--- config.mk ---
export PLATFORM = sky130hd
export DESIGN_NAME = wb_stage_pipelined
export DESIGN_NICKNAME = d
export VERILOG_FILES = /design/src/rtl/wb_pkg.sv /design/src/rtl/wb_stage_pipelined_load_align.sv /design/src/rtl/wb_stage_pipelined.sv
export SDC_FILE = /design/constraint.sdc
export NUM_CORES = 1
export LEC_CHECK = 0
export ABC_CLOCK_PERIOD_IN_PS = 3050
export CORE_MARGIN = 5
export CORE_UTILIZATION = 29
export CTS_BUF_LIST = sky130_fd_sc_hd__clkbuf_4
export CTS_CLUSTER_SIZE = 25
export DETAILED_ROUTE_END_ITERATION = 6
export GPL_TIMING_DRIVEN = 1
export PLACE_DENSITY = 0.52
export SLEW_MARGIN = 40
export SYNTH_ARGS = -nofsm -noshare
export SYNTH_HDL_FRONTEND = slang
export SYNTH_HIERARCHICAL = 1
export SYNTH_SLANG_ARGS = --single-unit
--- constraint.sdc ---
create_clock -name clk -period 3.05 [get_ports clk]
set_clock_uncertainty 0.05 [all_clocks]
set_input_delay 0.61 -clock clk [delete_from_list [all_inputs] [get_ports clk]]
set_output_delay 0.61 -clock clk [all_outputs]
set_load 0.05 [all_outputs]
--- src/rtl/wb_pkg.sv ---
// Shared types and load-type encodings for the write-back stage.
package wb_pkg;

  typedef enum logic [1:0] {
    RES_ALU  = 2'b00,
    RES_LOAD = 2'b01,
    RES_PC4  = 2'b10,
    RES_IMM  = 2'b11
  } result_src_e;

  localparam logic [2:0] F3_LB  = 3'b000;
  localparam logic [2:0] F3_LH  = 3'b001;
  localparam logic [2:0] F3_LW  = 3'b010;
  localparam logic [2:0] F3_LD  = 3'b011;
  localparam logic [2:0] F3_LBU = 3'b100;
  localparam logic [2:0] F3_LHU = 3'b101;
  localparam logic [2:0] F3_LWU = 3'b110;

endpackage

--- src/rtl/wb_stage_pipelined_load_align.sv ---
// Combinational load-data alignment, sign/zero extension and fault detection.
module load_align
  import wb_pkg::*;
#(
  parameter int XLEN = 32
) (
  input  logic [2:0]                   funct3,
  input  logic [$clog2(XLEN/8)-1:0]    offset,
  input  logic [XLEN-1:0]              raw,
  output logic [XLEN-1:0]              data,
  output logic                         fault
);

  logic [2:0]      off3;
  logic [XLEN-1:0] shifted;
  logic [XLEN-1:0] ext;
  logic            misaligned;
  logic            illegal;

  always_comb begin
    off3       = 3'(offset);
    shifted    = raw >> {offset, 3'b000};
    ext        = '0;
    misaligned = 1'b0;
    illegal    = 1'b0;
    case (funct3)
      F3_LB:  ext = XLEN'($signed(shifted[7:0]));
      F3_LBU: ext = XLEN'(shifted[7:0]);
      F3_LH: begin
        ext        = XLEN'($signed(shifted[15:0]));
        misaligned = off3[0];
      end
      F3_LHU: begin
        ext        = XLEN'(shifted[15:0]);
        misaligned = off3[0];
      end
      // With XLEN=32 the sign-extending cast degenerates to a pass-through.
      F3_LW: begin
        ext        = XLEN'($signed(shifted[31:0]));
        misaligned = |off3[1:0];
      end
      F3_LWU: begin
        ext        = XLEN'(shifted[31:0]);
        misaligned = |off3[1:0];
        illegal    = (XLEN == 32);
      end
      F3_LD: begin
        ext        = shifted;
        misaligned = |off3;
        illegal    = (XLEN == 32);
      end
      default: illegal = 1'b1;
    endcase
    fault = misaligned | illegal;
    data  = fault ? '0 : ext;
  end

endmodule

--- src/rtl/wb_stage_pipelined.sv ---
// Write-back stage: MEM/WB register, load alignment, result mux, retire counter.
module wb_stage_pipelined
  import wb_pkg::*;
#(
  parameter int XLEN  = 32,
  parameter int CNT_W = 64
) (
  input  logic             clk,
  input  logic             rst_n,
  input  logic             stall_w,
  input  logic             flush_w,
  input  logic             valid_m,
  input  logic             reg_write_m,
  input  logic [1:0]       result_src_m,
  input  logic [2:0]       funct3_m,
  input  logic [4:0]       rd_m,
  input  logic [XLEN-1:0]  alu_result_m,
  input  logic [XLEN-1:0]  read_data_m,
  input  logic [XLEN-1:0]  pc_plus_4_m,
  input  logic [XLEN-1:0]  imm_m,
  output logic             reg_write_w,
  output logic [4:0]       rd_w,
  output logic [XLEN-1:0]  result_w,
  output logic             retire_w,
  output logic             load_fault_w,
  output logic [CNT_W-1:0] instret_w
);

  localparam int OFF_W = $clog2(XLEN/8);

  logic             valid_q;
  logic             reg_write_q;
  result_src_e      result_src_q;
  logic [2:0]       funct3_q;
  logic [4:0]       rd_q;
  logic [XLEN-1:0]  alu_q;
  logic [XLEN-1:0]  rdata_q;
  logic [XLEN-1:0]  pc4_q;
  logic [XLEN-1:0]  imm_q;
  logic [CNT_W-1:0] instret_q;

  logic [XLEN-1:0]  load_data;
  logic             align_fault;
  logic             fault;

  // A flushed bubble clears every field so it can never raise a stale load fault.
  always_ff @(posedge clk or negedge rst_n) begin
    if (!rst_n) begin
      valid_q      <= 1'b0;
      reg_write_q  <= 1'b0;
      result_src_q <= RES_ALU;
      funct3_q     <= '0;
      rd_q         <= '0;
      alu_q        <= '0;
      rdata_q      <= '0;
      pc4_q        <= '0;
      imm_q        <= '0;
    end else if (flush_w) begin
      valid_q      <= 1'b0;
      reg_write_q  <= 1'b0;
      result_src_q <= RES_ALU;
      funct3_q     <= '0;
      rd_q         <= '0;
      alu_q        <= '0;
      rdata_q      <= '0;
      pc4_q        <= '0;
      imm_q        <= '0;
    end else if (!stall_w) begin
      valid_q      <= valid_m;
      reg_write_q  <= reg_write_m;
      result_src_q <= result_src_e'(result_src_m);
      funct3_q     <= funct3_m;
      rd_q         <= rd_m;
      alu_q        <= alu_result_m;
      rdata_q      <= read_data_m;
      pc4_q        <= pc_plus_4_m;
      imm_q        <= imm_m;
    end
  end

  always_ff @(posedge clk or negedge rst_n) begin
    if (!rst_n)        instret_q <= '0;
    else if (retire_w) instret_q <= instret_q + 1'b1;
  end

  load_align #(.XLEN(XLEN)) u_load_align (
    .funct3 (funct3_q),
    .offset (alu_q[OFF_W-1:0]),
    .raw    (rdata_q),
    .data   (load_data),
    .fault  (align_fault)
  );

  always_comb begin
    fault = (result_src_q == RES_LOAD) & align_fault;
    case (result_src_q)
      RES_ALU:  result_w = alu_q;
      RES_LOAD: result_w = load_data;
      RES_PC4:  result_w = pc4_q;
      RES_IMM:  result_w = imm_q;
      default:  result_w = alu_q;
    endcase
  end

  assign reg_write_w  = valid_q & reg_write_q & (rd_q != 5'd0) & ~fault;
  assign rd_w         = rd_q;
  assign retire_w     = valid_q & ~stall_w;
  assign load_fault_w = fault;
  assign instret_w    = instret_q;

endmodule

==> results.ini, run 1 <==
[run_status]
status = complete, but fails checks
violations = setup timing

[logic_synthesis]
avgSynthCellArea_sq_um = 11.5
synth_cells = 882
syn_nets = 1027
ys_ff_latch = 204
synthDistinctLibCells = 47
synth_edf_count = 0
ys.flop_type = dfrtp_1
ys_seq_area_share_pct = 50.4
syn_area_sq_um = 10100
ys.warnings.count = 6
async_flop_share_pct = 100

[clock_tree]
cts_sinks = 204
cts_tree = built
cts.clk_slew.worst_paths_ns = 0.07
cts_buffer_depth = 3
cts_buffers = 59
clk_latency_ns = 0.71
htree_levels = 2
cts_root_buffer = clkbuf_4

[timing]
rsz0062_at_grt = yes
timing.hold.ws_ns = 0.196
finalSetupViolations = 34
setup_slack_ns = -0.564
fmax_ghz = 0.277
slew_violations = 0
min_period_over_period_pct = 118
period_minus_slack_ns = 3.61
hold_violations = 0
maxSlewHeadroom_pct = 54.2
worst_pin_slew_ns = 0.682

[routing]
drt_iter0_drc = 324
wire_per_inst_um = 19.7
wirelength_um = 33300
viasPerCell = 4.71
firstDrtPassIters = 4
route.vias.total = 7957
drc = 0
ant_nets = 0

[setup_path]
cp_cell_sequence = mux2_2 > o31ai_1 > a2111o_1 > buf_12 > buf_12 > o21ai_1 > mux4_2 > buf_8
crit_path_max_incr_delay_ns = 0.49
crit_path_start_kind = flop
arrival_ns = 2.95
cp_max_fo = 7
crit_family = multiplexers
path_buf_inv = 3
cp.required_ns = 2.39
cpMaxStageDelayCell = mux4_2
path_common_cell = buf_12
ff2ff_setup_slack_ns = 0.65
worst-r2r-cell-count = 5
path_class = flop to output pin
crit_cells = 8
reg2reg_to = instret_w[63]
cp-end-kind = output pin
r2r_start = instret_w[7]

[floorplan]
row_count = 68
core-area_sq_um = 34500
die_y_um = 197
dieArea_sq_um = 38800
pin_count = 248
start_util_pct = 29.3
fp.dieW_um = 197

[global_route]
grt_util_all_layers_pct = 16.8
antenna_found_initial = 5
grt_pass1_wl_um = 50800
grt_max_degree = 82
gr-total-overflow = 0
grt_pass1_vias = 8459

[layout]
nFillCells = 3345
nets = 1327
synthToLayoutAreaGrowth_pct = 45.4
fin_area_sq_um = 14700
drive_above_1_share_pct = 22.8

[power_and_ir_drop]
ir_worst_vdd_uv = 289
leakagePower_nw = 6.63
power_density_nw_per_um2 = 474

[placement]
dp_slack_ns = 0.0846
place.gp.congestion = 0.812
dp_hpwl_um = 23500
placed_cell_area_sq_um = 13400
io_buffers = 247

[worst_hold_path]
min_path_cells = 3
min-delay-start = stall_w
hold_end = reg_write_q
hold_path.class = input port to flop

[run]
drv_cap = 0

==> routing by layer <==
| metal | track usage, % | vias up | wire (um) |
|---|---|---|---|
| met2 | 26.9 | 244 | 15700 |
| met5 | 0 | - | 45 |
| li1 | - | 3752 | - |
| met1 | 21.3 | 3898 | 13900 |
| met3 | 6.56 | 55 | 2960 |
| met4 | 4.70 | 8 | 674 |
==> timing repair <==
item,in CTS,in global routing
resized for setup,77,52
endpoints found under the hold margin,27,0
hold buffers,1,0
setup buffers,8,4
cloned,0,1
endpoints found under the setup margin,34,34
pin swaps,9,6
==> sequential cells by signal (all words and copies together), names as in the netlist, 2 cells and up <==
register      count
imm_q            32
funct3_q          3
alu_q            32
result_src_q      2
instret_w        64
rdata_q          32
rd_w              5
pc4_q            32
==> cells by family after synthesis <==
family / count (synthesis) / share of synthesized area (%)
flip-flops: 204 / 50.4
multiplexers: 191 / 22.9
AND/OR/NAND/NOR: 322 / 16.1
adder cells (fa/ha/maj): 1 / 0.123
AO/OA/AOI/OAI: 42 / 2.63
buffers and inverters: 59 / 2.47
XOR/XNOR: 63 / 5.44
==> cells in the mapped netlist, types with 8 or more instances <==
cell	count	area (sq um)
buf_1	19	71.3
nand2_1	45	169
a21oi_1	9	45.0
xor2_1	16	140
nor2b_1	8	50.1
nand3_1	24	120
and3_1	11	68.8
and2_1	10	62.6
a211oi_1	15	113
clkbuf_1	26	97.6
o21ai_0	13	65.1
buf_2	8	40.0
xnor2_1	47	412
mux4_2	32	721
mux2i_1	156	1560
nand4_1	25	156
nor2_1	160	601
dfrtp_1	204	5100
==> report_power, final <==
part           switching [mW]  internal, mW  total, mW
Combinational           0.727         0.674       1.40
Sequential              0.138          2.83       2.97
Clock                    1.25          1.36       2.61
Total                    2.12          4.86       6.98
==> worst max-delay path by stage <==
stage / start / endpoint / slack, ns
detailed placement: alu_q[0] / result_w[15] / 0.08
floorplan: alu_q[1] / reg_write_w / 0.12
finish: alu_q[0] / result_w[19] / -0.56
global placement: alu_q[0] / result_w[15] / 0.13
global route: alu_q[0] / result_w[18] / -0.66
CTS: alu_q[0] / result_w[16] / -0.60
==> worst reg2reg max path: stages (launching register included) <==
cell,delay (ns)
dfrtp_1,0.50
and4_1,0.29
nand4_4,0.16
or4_1,0.81
nor4_4,0.34
xor2_1,0.16
==> stage by stage <==
stage / utilization [%] / instances / setup TNS (ns) / power (mW)
after floorplan: - / 882 / 0 / 3.67
after global placement: 38.6 / 1562 / 0 / 4.28
after detailed placement: 38.7 / 1563 / 0 / 4.29
after CTS: 42.0 / 1682 / -15.37 / 7.07
after global routing: 42.7 / 1687 / -18.81 / 7.37
final: 42.7 / 1689 / -14.56 / 6.98
==> layout make-up <==
cell class                 count  area, sq um  share of cell area (%)
sequential                   204         5110                    34.7
multi-input combinational    619         5020                    34.1
timing repair buffer         296         3270                    22.2
clock buffer                  91          683                    4.63
tap                          455          569                    3.86
clock inverter                19         73.8                   0.501
inverter                       2         7.51                  0.0509
antenna                        3         7.51                  0.0509
==> placed cells by master (no fill, tap or decap), types with 7 or more instances in the layout <==
| cell | count |
|---|---|
| nand2_2 | 7 |
| a211oi_2 | 7 |
| buf_8 | 20 |
| buf_12 | 22 |
| o21ai_2 | 7 |
| nor2b_1 | 8 |
| xnor2_1 | 47 |
| clkinv_1 | 14 |
| nor2_1 | 160 |
| mux4_2 | 32 |
| buf_6 | 12 |
| nand3_1 | 24 |
| nand4_1 | 25 |
| xor2_1 | 16 |
| nand2_1 | 37 |
| clkbuf_4 | 91 |
| buf_4 | 28 |
| dfrtp_1 | 200 |
| mux2i_1 | 151 |
| and2_1 | 10 |
| clkdlybuf4s50_1 | 209 |
| and3_1 | 11 |
Power figures use the tool's default switching activity.
==> run 2: changes to the inputs <==
SLEW_MARGIN = unset   (was 40)
==> run 2 against run 1 <==
Against the previous run:
- the flow still finishes with violations (setup timing)
- core utilization shrank 0.92 points
- combinational power shrank 4%
- non-clock buffer count shrank 7
- cell area shrank 2.1%
- first-iteration DRC count shrank 9.9%
- power shrank 2.7%
- via count shrank 0.38%
- register-to-register slack lost 0.05 ns
- largest cell class unchanged
==> results.ini, run 2 (synthesis results as in run 1) <==
[run_status]
status = complete, but fails checks  ; unchanged
violations = setup timing  ; unchanged

[layout]
fin_util_pct = 41.8  ; was 42.7%
largest_reg_flops = 64  ; unchanged
final_cell_mix = clkdlybuf4s50_1, dfrtp_1, nor2_1  ; unchanged
drive_above_1_share_pct = 21.3  ; was 22.8%
nets = 1322  ; was 1327
synthToLayoutAreaGrowth_pct = 42.3  ; was 45.4%
nFillCells = 3376  ; was 3345
final_common_cell = clkdlybuf4s50_1  ; unchanged

[setup_path]
crit_path_start_kind = flop  ; unchanged
arrival_ns = 2.87  ; was 2.95 ns
cp-end-kind = output pin  ; unchanged
ff2ff_setup_slack_ns = 0.60  ; was 0.65 ns
cp_max_fo = 7  ; unchanged
cp.required_ns = 2.39  ; about the same
path_class = flop to output pin  ; unchanged

[power_and_ir_drop]
power_density_nw_per_um2 = 471  ; was 474 nW/um^2
power.total_mw = 6.79  ; was 6.98 mW
ir_worst_vdd_uv = 264  ; was 289 uV
leakagePower_nw = 6.51  ; was 6.63 nW
p_sw_mw = 2.03  ; was 2.12 mW
sw_frac_of_total_pct = 29.8  ; was 30.3%
pwr-share-comb_pct = 19.8  ; was 20.1%
seqPwrFrac_pct = 43.8  ; was 42.6%
p_int_mw = 4.77  ; was 4.86 mW
clkPwrFrac_pct = 36.5  ; was 37.3%

[floorplan]
die_y_um = 197  ; unchanged
pin_count = 248  ; unchanged
start_util_pct = 29.3  ; unchanged
fp.dieW_um = 197  ; unchanged
core-area_sq_um = 34500  ; unchanged
row_count = 68  ; unchanged
dieArea_sq_um = 38800  ; unchanged

[global_route]
antenna_found_initial = 5  ; unchanged
grt_pass1_wl_um = 50800  ; about the same
gr-total-overflow = 0  ; unchanged
grt_max_degree = 137  ; was 82
grt_util_all_layers_pct = 16.8  ; about the same
grt_pass1_vias = 8476  ; was 8459

[worst_hold_path]
hold_path.class = input port to flop  ; unchanged

[clock_tree]
cts_sinks = 204  ; unchanged
cts_tree = built  ; unchanged
htree_levels = 2  ; unchanged
cts_root_buffer = clkbuf_4  ; unchanged
cts_buffer_depth = 3  ; unchanged
cts_buffers = 61  ; was 59
cts.clk_slew.worst_paths_ns = 0.06  ; was 0.07 ns
clk_latency_ns = 0.70  ; was 0.71 ns

[routing]
wire_per_inst_um = 19.9  ; was 19.7 um
drt_iter0_drc = 292  ; was 324
ant_nets = 0  ; unchanged
route.vias.total = 7927  ; was 7957
viasPerCell = 4.75  ; was 4.71
firstDrtPassIters = 4  ; unchanged
drc = 0  ; unchanged
wirelength_um = 33200  ; was 33300 um

[timing]
rsz0062_at_grt = yes  ; unchanged
worst_pin_slew_ns = 1.28  ; was 0.682 ns
finalSetupViolations = 33  ; was 34
slew_violations = 0  ; unchanged
maxSlewHeadroom_pct = 14.9  ; was 54.2%
setup_slack_ns = -0.483  ; was -0.564 ns
period_minus_slack_ns = 3.53  ; was 3.61 ns
hold_violations = 0  ; unchanged
min_period_over_period_pct = 116  ; was 118%
fmax_ghz = 0.283  ; was 0.277 GHz

[placement]
place.gp.congestion = 0.812  ; unchanged
dp_hpwl_um = 23400  ; was 23500 um
io_buffers = 247  ; unchanged

[run]
drv_cap = 0  ; unchanged

==> run 2: cell types whose count changed in the layout (fill, tap and decap cells not counted), moves of 3 or more <==
cell,before,now
nand2_1,37,40
o21ai_0,0,5
clkinv_1,14,10
buf_6,12,22
buf_8,20,9
a211oi_4,6,1
buf_12,22,19
a211oi_1,2,5
clkbuf_4,91,88
==> run 2: final timing paths <==
| kind | from | end | cells past startpoint |
|---|---|---|---|
| setup reg to reg | instret_w[7] | instret_w[59] | 5 |
| hold reg to reg | instret_w[63] | instret_w[63] | 1 |
| hold / removal | stall_w | rd_w[0] | 3 |
| max in group asynchronous | rst_n | alu_q[22] | 3 |
| min in group asynchronous | rst_n | rdata_q[1] | 2 |
| setup / recovery | alu_q[0] | result_w[19] | 8 |
==> run 2: power groups by stage <==
stage | sequential (mW) | clock [mW] | combinational, mW
2_1_floorplan | 3.05 | 0 | 0.613
3_3_place_gp | 3.02 | 0 | 1.26
3_5_place_dp | 3.02 | 0 | 1.27
4_1_cts | 2.97 | 2.62 | 1.36
5_1_grt | 2.99 | 2.75 | 1.43
6_report | 2.97 | 2.48 | 1.34
==> run 2: area by class of cell <==
cell class | count | area (sq um) | share of cell area [%]
antenna | 1 | 2.50 | 0.0173
clock buffer | 88 | 661 | 4.58
clock inverter | 12 | 46.3 | 0.321
inverter | 2 | 7.51 | 0.0520
multi-input combinational | 619 | 4930 | 34.2
sequential | 204 | 5110 | 35.4
tap | 455 | 569 | 3.95
timing repair buffer | 289 | 3100 | 21.5
==> run 2: stage by stage <==
step	instances	area [sq um]	setup WS (ns)	hold slack, ns	TNS, ns
after global placement	1562	13300	0.126	0.408	0
final	1670	14400	-0.483	0.205	-12.24
after floorplan	882	10100	0.124	0.264	0
after global routing	1670	14400	-0.613	0.123	-17.07
after detailed placement	1562	13300	0.0477	0.411	0
after CTS	1670	14400	-0.517	0.104	-14.45
==> run 2: metal layers <==
metal | global-route usage (%) | wire [um] | vias up
met3 | 6.58 | 2840 | 65
met5 | 0 | 55 | -
li1 | - | - | 3731
met4 | 6.60 | 1040 | 8
met2 | 26.3 | 15200 | 260
met1 | 20.9 | 14000 | 3863
==> run 2: worst max-delay path, stage by stage (launching register included) <==
cell	delay [ns]
dfrtp_2	0.49
mux2_4	0.33
o31ai_2	0.19
a2111o_1	0.19
buf_6	0.12
buf_12	0.11
o21ai_0	0.07
mux4_2	0.48
buf_6	0.17
==> run 2: what timing repair did <==
| item | 4_1_cts | 5_1_grt |
|---|---|---|
| gates cloned | 1 | 0 |
| buffers inserted | 7 | 0 |
| resized for setup | 69 | 19 |
| hold endpoints to repair | 27 | 0 |
| hold buffers | 1 | 0 |
| endpoints found under the setup margin | 34 | 34 |
| pin swaps | 8 | 2 |
